===== src/rtl/picorv32_mem_arbiter_pkg.sv =====
// rtl/picorv32_mem_arbiter_pkg.sv - shared types and constants for the picorv32 memory arbiter
package picorv32_mem_arbiter_pkg;

    // Transaction phases: waiting for a request, slave access in flight, master response
    typedef enum logic [1:0] {
        ST_IDLE = 2'd0,
        ST_BUSY = 2'd1,
        ST_RESP = 2'd2
    } arb_state_t;

    // Read data handed back to a master whose slave access was cut off by the watchdog
    localparam logic [31:0] TIMEOUT_RDATA_DEFAULT = 32'hDEAD_BEEF;

endpackage


===== src/rtl/picorv32_mem_arbiter_rr_arb2.sv =====
// rtl/picorv32_mem_arbiter_rr_arb2.sv - combinational two-way round-robin pick
module picorv32_mem_arbiter_rr_arb2 (
    input  logic i_req0,
    input  logic i_req1,
    input  logic i_last_grant,
    output logic o_gnt_valid,
    output logic o_gnt_idx
);

    // A lone requester always wins; on a tie the master not served last time wins
    always_comb begin
        o_gnt_valid = i_req0 | i_req1;
        if (i_req0 && i_req1) begin
            o_gnt_idx = ~i_last_grant;
        end else begin
            o_gnt_idx = i_req1;
        end
    end

endmodule


===== src/rtl/picorv32_mem_arbiter.sv =====
// rtl/picorv32_mem_arbiter.sv - two-master round-robin arbiter for a picorv32-native memory port
module picorv32_mem_arbiter
    import picorv32_mem_arbiter_pkg::*;
#(
    parameter int unsigned  TIMEOUT_CYCLES = 256,
    parameter logic [31:0]  TIMEOUT_RDATA  = TIMEOUT_RDATA_DEFAULT
) (
    input  logic        i_clk,
    input  logic        i_reset,

    input  logic        i_m0_valid,
    input  logic        i_m0_instr,
    input  logic [31:0] i_m0_addr,
    input  logic [31:0] i_m0_wdata,
    input  logic [3:0]  i_m0_wstrb,
    output logic        o_m0_ready,
    output logic [31:0] o_m0_rdata,

    input  logic        i_m1_valid,
    input  logic        i_m1_instr,
    input  logic [31:0] i_m1_addr,
    input  logic [31:0] i_m1_wdata,
    input  logic [3:0]  i_m1_wstrb,
    output logic        o_m1_ready,
    output logic [31:0] o_m1_rdata,

    output logic        o_s_valid,
    output logic        o_s_instr,
    output logic [31:0] o_s_addr,
    output logic [31:0] o_s_wdata,
    output logic [3:0]  o_s_wstrb,
    input  logic        i_s_ready,
    input  logic [31:0] i_s_rdata,

    output logic        o_grant,
    output logic        o_timeout_err
);

    // A zero timeout disables the watchdog; keep the counter at least one bit wide anyway
    localparam bit              WD_EN   = (TIMEOUT_CYCLES != 0);
    localparam int unsigned     WD_W    = WD_EN ? $clog2(TIMEOUT_CYCLES + 1) : 1;
    localparam logic [WD_W-1:0] WD_LAST = WD_EN ? WD_W'(TIMEOUT_CYCLES - 1) : '0;
    localparam logic [WD_W-1:0] WD_MAX  = '1;

    arb_state_t      r_state;
    logic            r_last_grant;
    logic [WD_W-1:0] r_wd;

    logic            w_gnt_valid;
    logic            w_gnt_idx;
    logic            w_sel_instr;
    logic [31:0]     w_sel_addr;
    logic [31:0]     w_sel_wdata;
    logic [3:0]      w_sel_wstrb;
    logic            w_wd_expire;
    logic            w_finish;
    logic [31:0]     w_resp_data;

    picorv32_mem_arbiter_rr_arb2 u_rr_arb2 (
        .i_req0       (i_m0_valid),
        .i_req1       (i_m1_valid),
        .i_last_grant (r_last_grant),
        .o_gnt_valid  (w_gnt_valid),
        .o_gnt_idx    (w_gnt_idx)
    );

    // Route the winning master's attributes and decide how the slave access ends
    always_comb begin
        w_sel_instr = w_gnt_idx ? i_m1_instr : i_m0_instr;
        w_sel_addr  = w_gnt_idx ? i_m1_addr  : i_m0_addr;
        w_sel_wdata = w_gnt_idx ? i_m1_wdata : i_m0_wdata;
        w_sel_wstrb = w_gnt_idx ? i_m1_wstrb : i_m0_wstrb;
        // s_ready takes priority over an expiry landing in the same cycle
        w_wd_expire = WD_EN && (r_wd == WD_LAST);
        w_finish    = i_s_ready || w_wd_expire;
        w_resp_data = i_s_ready ? i_s_rdata : TIMEOUT_RDATA;
    end

    // Watchdog: cleared while idle, counts slave cycles in BUSY, saturates instead of wrapping
    always_ff @(posedge i_clk or posedge i_reset) begin
        if (i_reset) begin
            r_wd <= '0;
        end else if (r_state == ST_BUSY) begin
            if (r_wd != WD_MAX) begin
                r_wd <= r_wd + 1'b1;
            end
        end else begin
            r_wd <= '0;
        end
    end

    // Transaction FSM with registered slave request, master response and status outputs
    always_ff @(posedge i_clk or posedge i_reset) begin
        if (i_reset) begin
            r_state       <= ST_IDLE;
            r_last_grant  <= 1'b1;
            o_s_valid     <= 1'b0;
            o_s_instr     <= 1'b0;
            o_s_addr      <= '0;
            o_s_wdata     <= '0;
            o_s_wstrb     <= '0;
            o_m0_ready    <= 1'b0;
            o_m0_rdata    <= '0;
            o_m1_ready    <= 1'b0;
            o_m1_rdata    <= '0;
            o_grant       <= 1'b0;
            o_timeout_err <= 1'b0;
        end else begin
            case (r_state)
                ST_IDLE: begin
                    if (w_gnt_valid) begin
                        o_s_valid    <= 1'b1;
                        o_s_instr    <= w_sel_instr;
                        o_s_addr     <= w_sel_addr;
                        o_s_wdata    <= w_sel_wdata;
                        o_s_wstrb    <= w_sel_wstrb;
                        o_grant      <= w_gnt_idx;
                        r_last_grant <= w_gnt_idx;
                        r_state      <= ST_BUSY;
                    end
                end
                ST_BUSY: begin
                    // Master inputs are not looked at here; the registered copy stays on s_*
                    if (w_finish) begin
                        o_s_valid <= 1'b0;
                        if (!i_s_ready) begin
                            o_timeout_err <= 1'b1;
                        end
                        if (o_grant) begin
                            o_m1_ready <= 1'b1;
                            o_m1_rdata <= w_resp_data;
                        end else begin
                            o_m0_ready <= 1'b1;
                            o_m0_rdata <= w_resp_data;
                        end
                        r_state <= ST_RESP;
                    end
                end
                ST_RESP: begin
                    // One-cycle ready pulse; the following IDLE cycle lets the master drop valid
                    o_m0_ready <= 1'b0;
                    o_m1_ready <= 1'b0;
                    r_state    <= ST_IDLE;
                end
                default: begin
                    r_state <= ST_IDLE;
                end
            endcase
        end
    end

endmodule


===== config.mk =====
export PLATFORM = sky130hd
export DESIGN_NAME = picorv32_mem_arbiter
export DESIGN_NICKNAME = d
export VERILOG_FILES = /design/src/rtl/picorv32_mem_arbiter_pkg.sv /design/src/rtl/picorv32_mem_arbiter_rr_arb2.sv /design/src/rtl/picorv32_mem_arbiter.sv
export SDC_FILE = /design/constraint.sdc
export NUM_CORES = 1
export LEC_CHECK = 0
export ABC_AREA = 1
export ABC_CLOCK_PERIOD_IN_PS = 6000
export BUFFER_PORTS_ARGS = -buffer_cell sky130_fd_sc_hd__buf_2
export CAP_MARGIN = 25
export CORE_MARGIN = 2
export CORE_UTILIZATION = 47
export CTS_CLUSTER_SIZE = 20
export DETAILED_ROUTE_END_ITERATION = 12
export HOLD_SLACK_MARGIN = 0.05
export PLACE_DENSITY = 0.8
export SYNTH_ARGS = -nofsm -noshare
export SYNTH_HDL_FRONTEND = slang
export SYNTH_HIERARCHICAL = 1
export SYNTH_SLANG_ARGS = --single-unit

===== constraint.sdc =====
create_clock -name i_clk -period 6 [get_ports i_clk]
set_clock_uncertainty 0.05 [all_clocks]
set_input_delay 0.6 -clock i_clk [delete_from_list [all_inputs] [get_ports i_clk]]
set_output_delay 0.6 -clock i_clk [all_outputs]
set_load 0.03 [all_outputs]

Word level (Yosys, flattened, before mapping)
Index checks and enable logic that the tools add are counted.
- bits in registers: 150
- input bits: 175
- output and inout port bits: 138
- logic and storage cells: 61
- add/sub/neg operators: 1
- equal/unequal tests: 9
- mux-type cells: 20
- bitwise operators: 4
- reductions and logical operators: 13
- operators by type and width (operator ; number):
    $mux W32 ; 3
    $mux W9 ; 2
    $reduce_and A3 Y1 ; 6
    $add A9 B1 Y9 const B ; 1
    $eq A9 B8 Y1 const B ; 1
    $ne A9 B9 Y1 const B ; 1
    $mux W1 ; 8
    $ne A2 B2 Y1 const B ; 3
    $pmux W1 S2 ; 3
    $mux W2 ; 2
    $mux W4 ; 1
    $ne A2 B1 Y1 const B ; 2
    $pmux W2 S2 ; 1
    $reduce_and A2 Y1 ; 2
    $reduce_bool A2 Y1 ; 2
    $not A1 Y1 ; 3
    $eq A2 B1 Y1 const B ; 1
    $eq A2 B2 Y1 const B ; 1
    $logic_not A2 Y1 ; 1
    $logic_and A1 B1 Y1 ; 1
    $logic_or A1 B1 Y1 ; 1
    $or A1 B1 Y1 ; 1

Depth between registers and ports, before layout
Gate-level depths: netlist of the first run.
- depth in word-level cells: 4
- mapped depth: 11
- mapped depth without buffers: 10

Hierarchy
Netlist of the first run, hierarchy kept.
- modules (own cells, without submodules) (module ; times used ; cells an instance ; area each (um^2) ; seq. area each (um^2)):
    picorv32_mem_arbiter ; 1 ; 831 ; 6861.6 ; 3754.9
    picorv32_mem_arbiter_rr_arb2 ; 1 ; 3 ; 15.0 ; 0.0

Worst setup path after synthesis of the first run
No wires, ideal clock.
- path type: register -> register
- start point: register r_wd[0]
- end point: register o_m0_rdata[14]
- library setup time: 0.121 ns
- arrival time: 1.596 ns
- data required time: 5.829 ns
- slack: 4.233 ns
- cell stages (with the launch flop): 11
- path buffers: 1
- clock period less this slack: 1.767 ns
- cells stage by stage: dfrtp_1 ha_1 nand3_1 nor3_1 ha_1 nor2_4 nor2_2 nand2_4 buf_4 nand2_1 o21ai_1
- cells in the longest elaborated chain, start to end: 3
- ends and longest elaborated chain (element ; line ; RTL):
    start, declared ; picorv32_mem_arbiter.sv:47 ; logic [WD_W-1:0] r_wd;
    start signal, assigned ; picorv32_mem_arbiter.sv:85 ; r_wd <= r_wd + 1'b1;
    $eq A9 B8 Y1 ; picorv32_mem_arbiter.sv:74 ; w_wd_expire = WD_EN && (r_wd == WD_LAST);
    $logic_or A1 B1 Y1 ; picorv32_mem_arbiter.sv:75 ; w_finish = i_s_ready || w_wd_expire;
    $reduce_and A3 Y1 (no line) ; -- ;
    end signal, assigned ; picorv32_mem_arbiter.sv:134 ; o_m0_rdata <= w_resp_data;
    end, declared ; picorv32_mem_arbiter.sv:17 ; output logic [31:0] o_m0_rdata,
No other way between the ends.
A chain may end at the register's enable or synchronous reset.

Worst setup path after layout of the first run
- start point: register r_wd[0]
- end point: register o_m1_rdata[15]
- cells in the longest elaborated chain, start to end: 3
- ends and longest elaborated chain (element ; line ; RTL):
    $eq A9 B8 Y1 ; picorv32_mem_arbiter.sv:74 ;
    $logic_or A1 B1 Y1 ; picorv32_mem_arbiter.sv:75 ;
    $reduce_and A3 Y1 (no line) ; -- ;
    end signal, assigned ; picorv32_mem_arbiter.sv:131 ; o_m1_rdata <= w_resp_data;
    end, declared ; picorv32_mem_arbiter.sv:25 ; output logic [31:0] o_m1_rdata,
No other way between the ends.

==> impl_metrics.json, run 1 <==
{
  "status": "finished, final reports clean",
  "ant_nets": 0,
  "ys_seq_area_share_pct": 54.6,
  "ctsResizeCount": 0,
  "fill_cells": 1310,
  "ys.flop_type": "dfrtp_1",
  "yosys-top-cells-area": "dfrtp_1, nand2_1, o211ai_1, inv_1, buf_4",
  "vias": 6465,
  "path_clk_slew_ps": 70,
  "ys_async_sr_fraction_pct": 100,
  "tightest_slew_ps": 793,
  "via_per_inst": 4.89,
  "syn_nets": 1012,
  "drcViolationCount": 0,
  "gp_congestion": 0.880,
  "fmax_ghz": 0.409,
  "max_stage_delay_ps": 390,
  "drt_pass1_iterations": 5,
  "crit_type": "flop to flop",
  "cts_tree": "built",
  "final.setup.tns_ps": 0,
  "min_path_type": "input port to async pin",
  "syn_area_per_cell_um2": 8.25,
  "cp.arrival_ps": 2750,
  "maxSlewViolCount": 0,
  "die_w_um": 125,
  "grt_max_degree": 94,
  "numCtsBuffers": 17,
  "multi_input_area_mm2": 0.00253,
  "holdBufCountCts": 0,
  "floorplan.initialDensity_pct": 47.7,
  "clk_latency_ps": 420,
  "post-route-period-util_pct": 40.8,
  "final_nets": 1303,
  "ys_ff_latch": 150,
  "cpMaxStageDelayCell": "dfrtp_1",
  "grt_pass1_wl_mm": 31.5,
  "finalHoldViolCount": 0,
  "overflow": 0,
  "drt_wl_total_mm": 19.2,
  "p_leak_nw": 5.23,
  "setup_violations": 0,
  "period_minus_slack_ps": 2450,
  "hpwl_mm": 13.7,
  "cts_sinks": 150,
  "htreeDepth": 4,
  "die_h_um": 125,
  "drive_gt1_share_pct": 32.9,
  "yosys-top-cells-count": "nand2_1, dfrtp_1, inv_1",
  "wl_per_cell_um": 14.5,
  "area_delta_synth_final_pct": 31.9,
  "crit_required_ps": 6300,
  "crit_family": "simple AND/OR/NAND/NOR gates",
  "synth_top_area_share_pct": 54.2,
  "io_buffers": 312,
  "start_kind": "flop",
  "crit_chain": "ha_1 > nand3_1 > nor3_1 > ha_1 > nor2_4 > nor2_2 > nand2_4 > inv_4 > nand2_1 > nand2_1",
  "drv_cap": 0,
  "grt_pass1_vias": 6250,
  "grt_setup_unrepaired": "no",
  "synth_edf_count": 0,
  "worst-path-max-fanout": 42,
  "yosysMostFrequentCell": "nand2_1",
  "seqCellArea_mm2": 0.00375,
  "std_cell_rows": 44,
  "yosysWarnings": 6,
  "dieArea_mm2": 0.0156,
  "clockBufferDepth": 2,
  "post-cts-setup-buffers": 0,
  "crit_buf_inv": 1,
  "drt_iter0_drc": 318,
  "slew_headroom_pct": 47.2,
  "placed_area_mm2": 0.00845,
  "synth_cell_types": 28,
  "power_density_mw_per_mm2": 588,
  "yosysTopAreaCell": "dfrtp_1",
  "syn_area_mm2": 0.00688,
  "io_pins": 313,
  "grt_usage_pct": 25.2,
  "endpoint_kind": "flop",
  "core-area_mm2": 0.0144,
  "netlist_instances": 834,
  "vdd_drop_max_v": 0.000239,
  "antenna_found_initial": 1,
  "design_area_mm2": 0.00907,
  "ctsRootBufferMaster": "clkbuf_16"
}
[cell usage in the layout, fill, tap and decap left out, types with 5 or more instances in the layout]
cell type | netlist | layout
nand2_1 | 397 | 397
buf_2 | 14 | 312
dfrtp_1 | 149 | 149
inv_1 | 81 | 80
o211ai_1 | 69 | 69
or2_1 | 17 | 17
clkbuf_16 | 0 | 17
o21ai_1 | 16 | 16
nor2_1 | 14 | 14
or2_2 | 8 | 8
clkinvlp_4 | 0 | 6
o21ai_0 | 5 | 5
[layout make-up]
cell class,count,area share (%)
antenna,1,0.0276
inverter,87,3.71
sequential,150,41.4
tap,184,2.54
clock inverter,15,1.90
timing repair buffer,317,17.9
multi-input combinational,552,27.8
clock buffer,17,4.69
[cell families after synthesis]
group | count (synthesis) | synth area share (%)
DFF | 150 | 54.6
and+or+nand+nor | 452 | 26.3
adders and majority gates | 3 | 0.546
buffers and inverters | 132 | 8.90
AOI/OAI and AO/OA | 97 | 9.66
[path summary, 6_finish.rpt]
kind / cells after the start / start / slack (ps) / end
hold reg to reg: 2 / o_s_wdata[26] / 420 / o_s_wdata[26]
max in group asynchronous: 3 / i_reset / 4300 / o_s_addr[21]
hold / removal: 2 / i_reset / 300 / o_s_addr[10]
setup / recovery: 10 / r_wd[0] / 3550 / o_m1_rdata[15]
min in group i_clk: 3 / i_m0_wdata[15] / 360 / o_s_wdata[15]
setup reg to reg: 10 / r_wd[0] / 3550 / o_m1_rdata[15]
[registers in the layout, indices dropped and copies added, names as in the netlist, 2 cells and up]
| signal | count |
|---|---|
| o_m0_rdata | 32 |
| o_m1_rdata | 32 |
| o_s_addr | 32 |
| o_s_wdata | 32 |
| r_wd | 9 |
| o_s_wstrb | 4 |
| r_state | 2 |
[power by group]
part / switching (W) / internal [W] / total, W
logic: 0.00181 / 0.000686 / 0.00250
registers: 0.000269 / 0.00150 / 0.00177
clock network: 0.000447 / 0.000622 / 0.00107
total: 0.00253 / 0.00280 / 0.00533
[routing by layer]
layer  routed length [um]  vias up  track usage (%)
met5                   16        -                0
met4                  754        2             12.5
met3                 1290       47             5.95
met2                 9390      252             41.2
met1                 7780     2996             31.6
li1                     -     3168                -
[per-stage QoR]
| stage | std cells | setup WS [ps] | total power (W) | hold WS [ps] | util [%] |
|---|---|---|---|---|---|
| 2_1_floorplan | 834 | 1320 | 0.00352 | 393 | - |
| 3_3_place_gp | 1289 | 3630 | 0.00422 | 397 | 58.6 |
| 3_5_place_dp | 1289 | 3580 | 0.00428 | 410 | 58.6 |
| 4_1_cts | 1321 | 3540 | 0.00536 | 330 | 62.7 |
| 5_1_grt | 1322 | 3300 | 0.00565 | 354 | 62.9 |
| 6_report | 1323 | 3550 | 0.00533 | 300 | 62.9 |
Power figures use the tool's default switching activity.
==> run 2: changes to the inputs <==
--- a/config.mk
+++ b/config.mk
@@ -6,15 +6,15 @@
 export NUM_CORES = 1
 export LEC_CHECK = 0
 export ABC_AREA = 1
-export ABC_CLOCK_PERIOD_IN_PS = 6000
+export ABC_CLOCK_PERIOD_IN_PS = 1990
 export BUFFER_PORTS_ARGS = -buffer_cell sky130_fd_sc_hd__buf_2
 export CAP_MARGIN = 25
 export CORE_MARGIN = 2
-export CORE_UTILIZATION = 47
+export CORE_UTILIZATION = 43
 export CTS_CLUSTER_SIZE = 20
 export DETAILED_ROUTE_END_ITERATION = 12
 export HOLD_SLACK_MARGIN = 0.05
-export PLACE_DENSITY = 0.8
+export PLACE_DENSITY = 0.77
 export SYNTH_ARGS = -nofsm -noshare
 export SYNTH_HDL_FRONTEND = slang
 export SYNTH_HIERARCHICAL = 1
==> constraint.sdc (replaced) <==
create_clock -name i_clk -period 1.99 [get_ports i_clk]
set_clock_uncertainty 0.05 [all_clocks]
set_input_delay 0.199 -clock i_clk [delete_from_list [all_inputs] [get_ports i_clk]]
set_output_delay 0.199 -clock i_clk [all_outputs]
set_load 0.03 [all_outputs]
==> run 2 against run 1 <==
Sequential cell count stayed put. Highest routed layer is now met4. Register-to-register slack got worse by 3400 ps. Largest power group unchanged. Sequential share of layout area fell by 5.8 points.
==> impl_metrics.json, run 2 (synthesized netlist as in run 1, its figures left out) <==
{
  "finalHoldViolCount": 0,
  "dieArea_mm2": 0.0170,
  "vdd_drop_max_v": 0.000756,
  "clockBufferDepth": 2,
  "post-route-period-util_pct": 92.1,
  "drt_pass1_iterations": 6,
  "clk_latency_ps": 410,
  "drive_gt1_share_pct": 30.1,
  "most-common-layout-cells": "nand2_1, buf_2, dfrtp_1, dlygate4sd3_1, inv_1",
  "drv_cap": 0,
  "setup_ws_ps": 158,
  "switchingPower_w": 0.00796,
  "drt_iter0_drc": 484,
  "max_stage_delay_ps": 380,
  "gp_congestion": 0.832,
  "ant_nets": 0,
  "placed_area_mm2": 0.00861,
  "ctsRootBufferMaster": "clkbuf_16",
  "area_delta_synth_final_pct": 53.6,
  "comb_power_share_pct": 48.4,
  "power_w": 0.0168,
  "drcViolationCount": 0,
  "endpoint_kind": "flop",
  "slew_headroom_pct": 56.1,
  "std_cell_rows": 46,
  "numCtsBuffers": 17,
  "final_nets": 1444,
  "cpMaxStageDelayCell": "dfrtp_1",
  "vias": 7352,
  "p_int_w": 0.00881,
  "wl_per_cell_um": 15.6,
  "place_ws_ps": 93.8,
  "p_leak_nw": 5.86,
  "cp_common_cell": "nand2_1",
  "start_kind": "flop",
  "p_seq_share_pct": 32.0,
  "core-area_mm2": 0.0158,
  "worst-path-max-fanout": 23,
  "io_buffers": 312,
  "crit_type": "flop to flop",
  "crit_required_ps": 2250,
  "fmax_ghz": 0.546,
  "grt_pass1_vias": 7079,
  "cp.arrival_ps": 2090,
  "floorplan.initialDensity_pct": 43.6,
  "overflow": 0,
  "via_per_inst": 4.92,
  "final_common_cell": "nand2_1",
  "power_density_mw_per_mm2": 1590,
  "maxSlewViolCount": 0,
  "min_path_type": "input port to flop",
  "cts_sinks": 150,
  "path_clk_slew_ps": 70,
  "switching_share_pct": 47.5,
  "grt_max_degree": 100,
  "crit_chain": "ha_1 > nand3_1 > nor3_2 > ha_2 > nor2_4 > nor2_2 > nand2_4 > buf_4 > nand2_1 > nand2_1",
  "final.setup.tns_ps": 0,
  "crit_buf_inv": 1,
  "hpwl_mm": 13.8,
  "setup_violations": 0,
  "tightest_slew_ps": 659,
  "pwr-share-clk_pct": 19.6,
  "htreeDepth": 4,
  "hold-worst-slack_ps": 62.1,
  "die_w_um": 130,
  "die_h_um": 130,
  "design_area_mm2": 0.0106,
  "status": "finished, final reports clean",
  "antenna_found_initial": 1,
  "io_pins": 313,
  "period_minus_slack_ps": 1830,
  "grt_pass1_wl_mm": 35.8,
  "drt_wl_total_mm": 23.3,
  "crit_family": "simple AND/OR/NAND/NOR gates",
  "r2r_slack_ps": 160,
  "grt_usage_pct": 27.1,
  "cts_tree": "built"
}
==> run 2: path summary, 6_finish.rpt <==
path | start | to | cells after the start
min | i_m1_addr[26] | o_s_addr[26] | 5
max in group asynchronous | i_reset | o_s_wstrb[1] | 4
min reg2reg | o_s_wdata[23] | o_s_wdata[23] | 2
max | r_wd[1] | o_m1_rdata[25] | 10
min in group asynchronous | i_reset | o_s_wdata[18] | 4
max reg2reg | r_wd[1] | o_m1_rdata[25] | 10
==> run 2: final cells by class <==
class                      count  area (um^2)
fill                        1210         5210
sequential                   150         3750
timing repair buffer         458         3060
multi-input combinational    552         2530
clock buffer                  18          439
inverter                      87          338
tap                          216          270
clock inverter                13          163
antenna                        1         2.50
==> run 2: power groups by stage <==
stage | Sequential, W | Combinational [W] | Clock, W
floorplan | 0.00805 | 0.00256 | 0
global placement | 0.00533 | 0.00759 | 0
detailed placement | 0.00533 | 0.00776 | 0
CTS | 0.00532 | 0.00796 | 0.00333
global route | 0.00552 | 0.00870 | 0.00348
finish | 0.00536 | 0.00812 | 0.00329
==> run 2: routing by layer <==
layer | track usage [%] | vias to the layer above | wire length (um)
met3 | 6.80 | 90 | 1890
met5 | 0 | - | 0
met1 | 34.6 | 3358 | 9210
met2 | 43.2 | 456 | 11200
li1 | - | 3448 | -
met4 | 13.9 | 0 | 1060
==> run 2: tightest hold or removal path, delay by kind of cell <==
kind            cells  cell delay (ps)
buf+inv             2              110
compound gates      1               80
simple gates        2              110
==> run 2: per-stage QoR <==
stage	utilization, %	std cells
after floorplan	-	834
after global placement	54.6	1328
after detailed placement	54.6	1328
after CTS	66.8	1491
after global routing	67.0	1495
final	67.0	1495
==> run 2: timing repair <==
action,4_1_cts,5_1_grt
gates resized for setup,0,4
buffers inserted,0,3
hold buffers,132,0
setup endpoints to repair,0,67
endpoints found under the hold margin,268,0
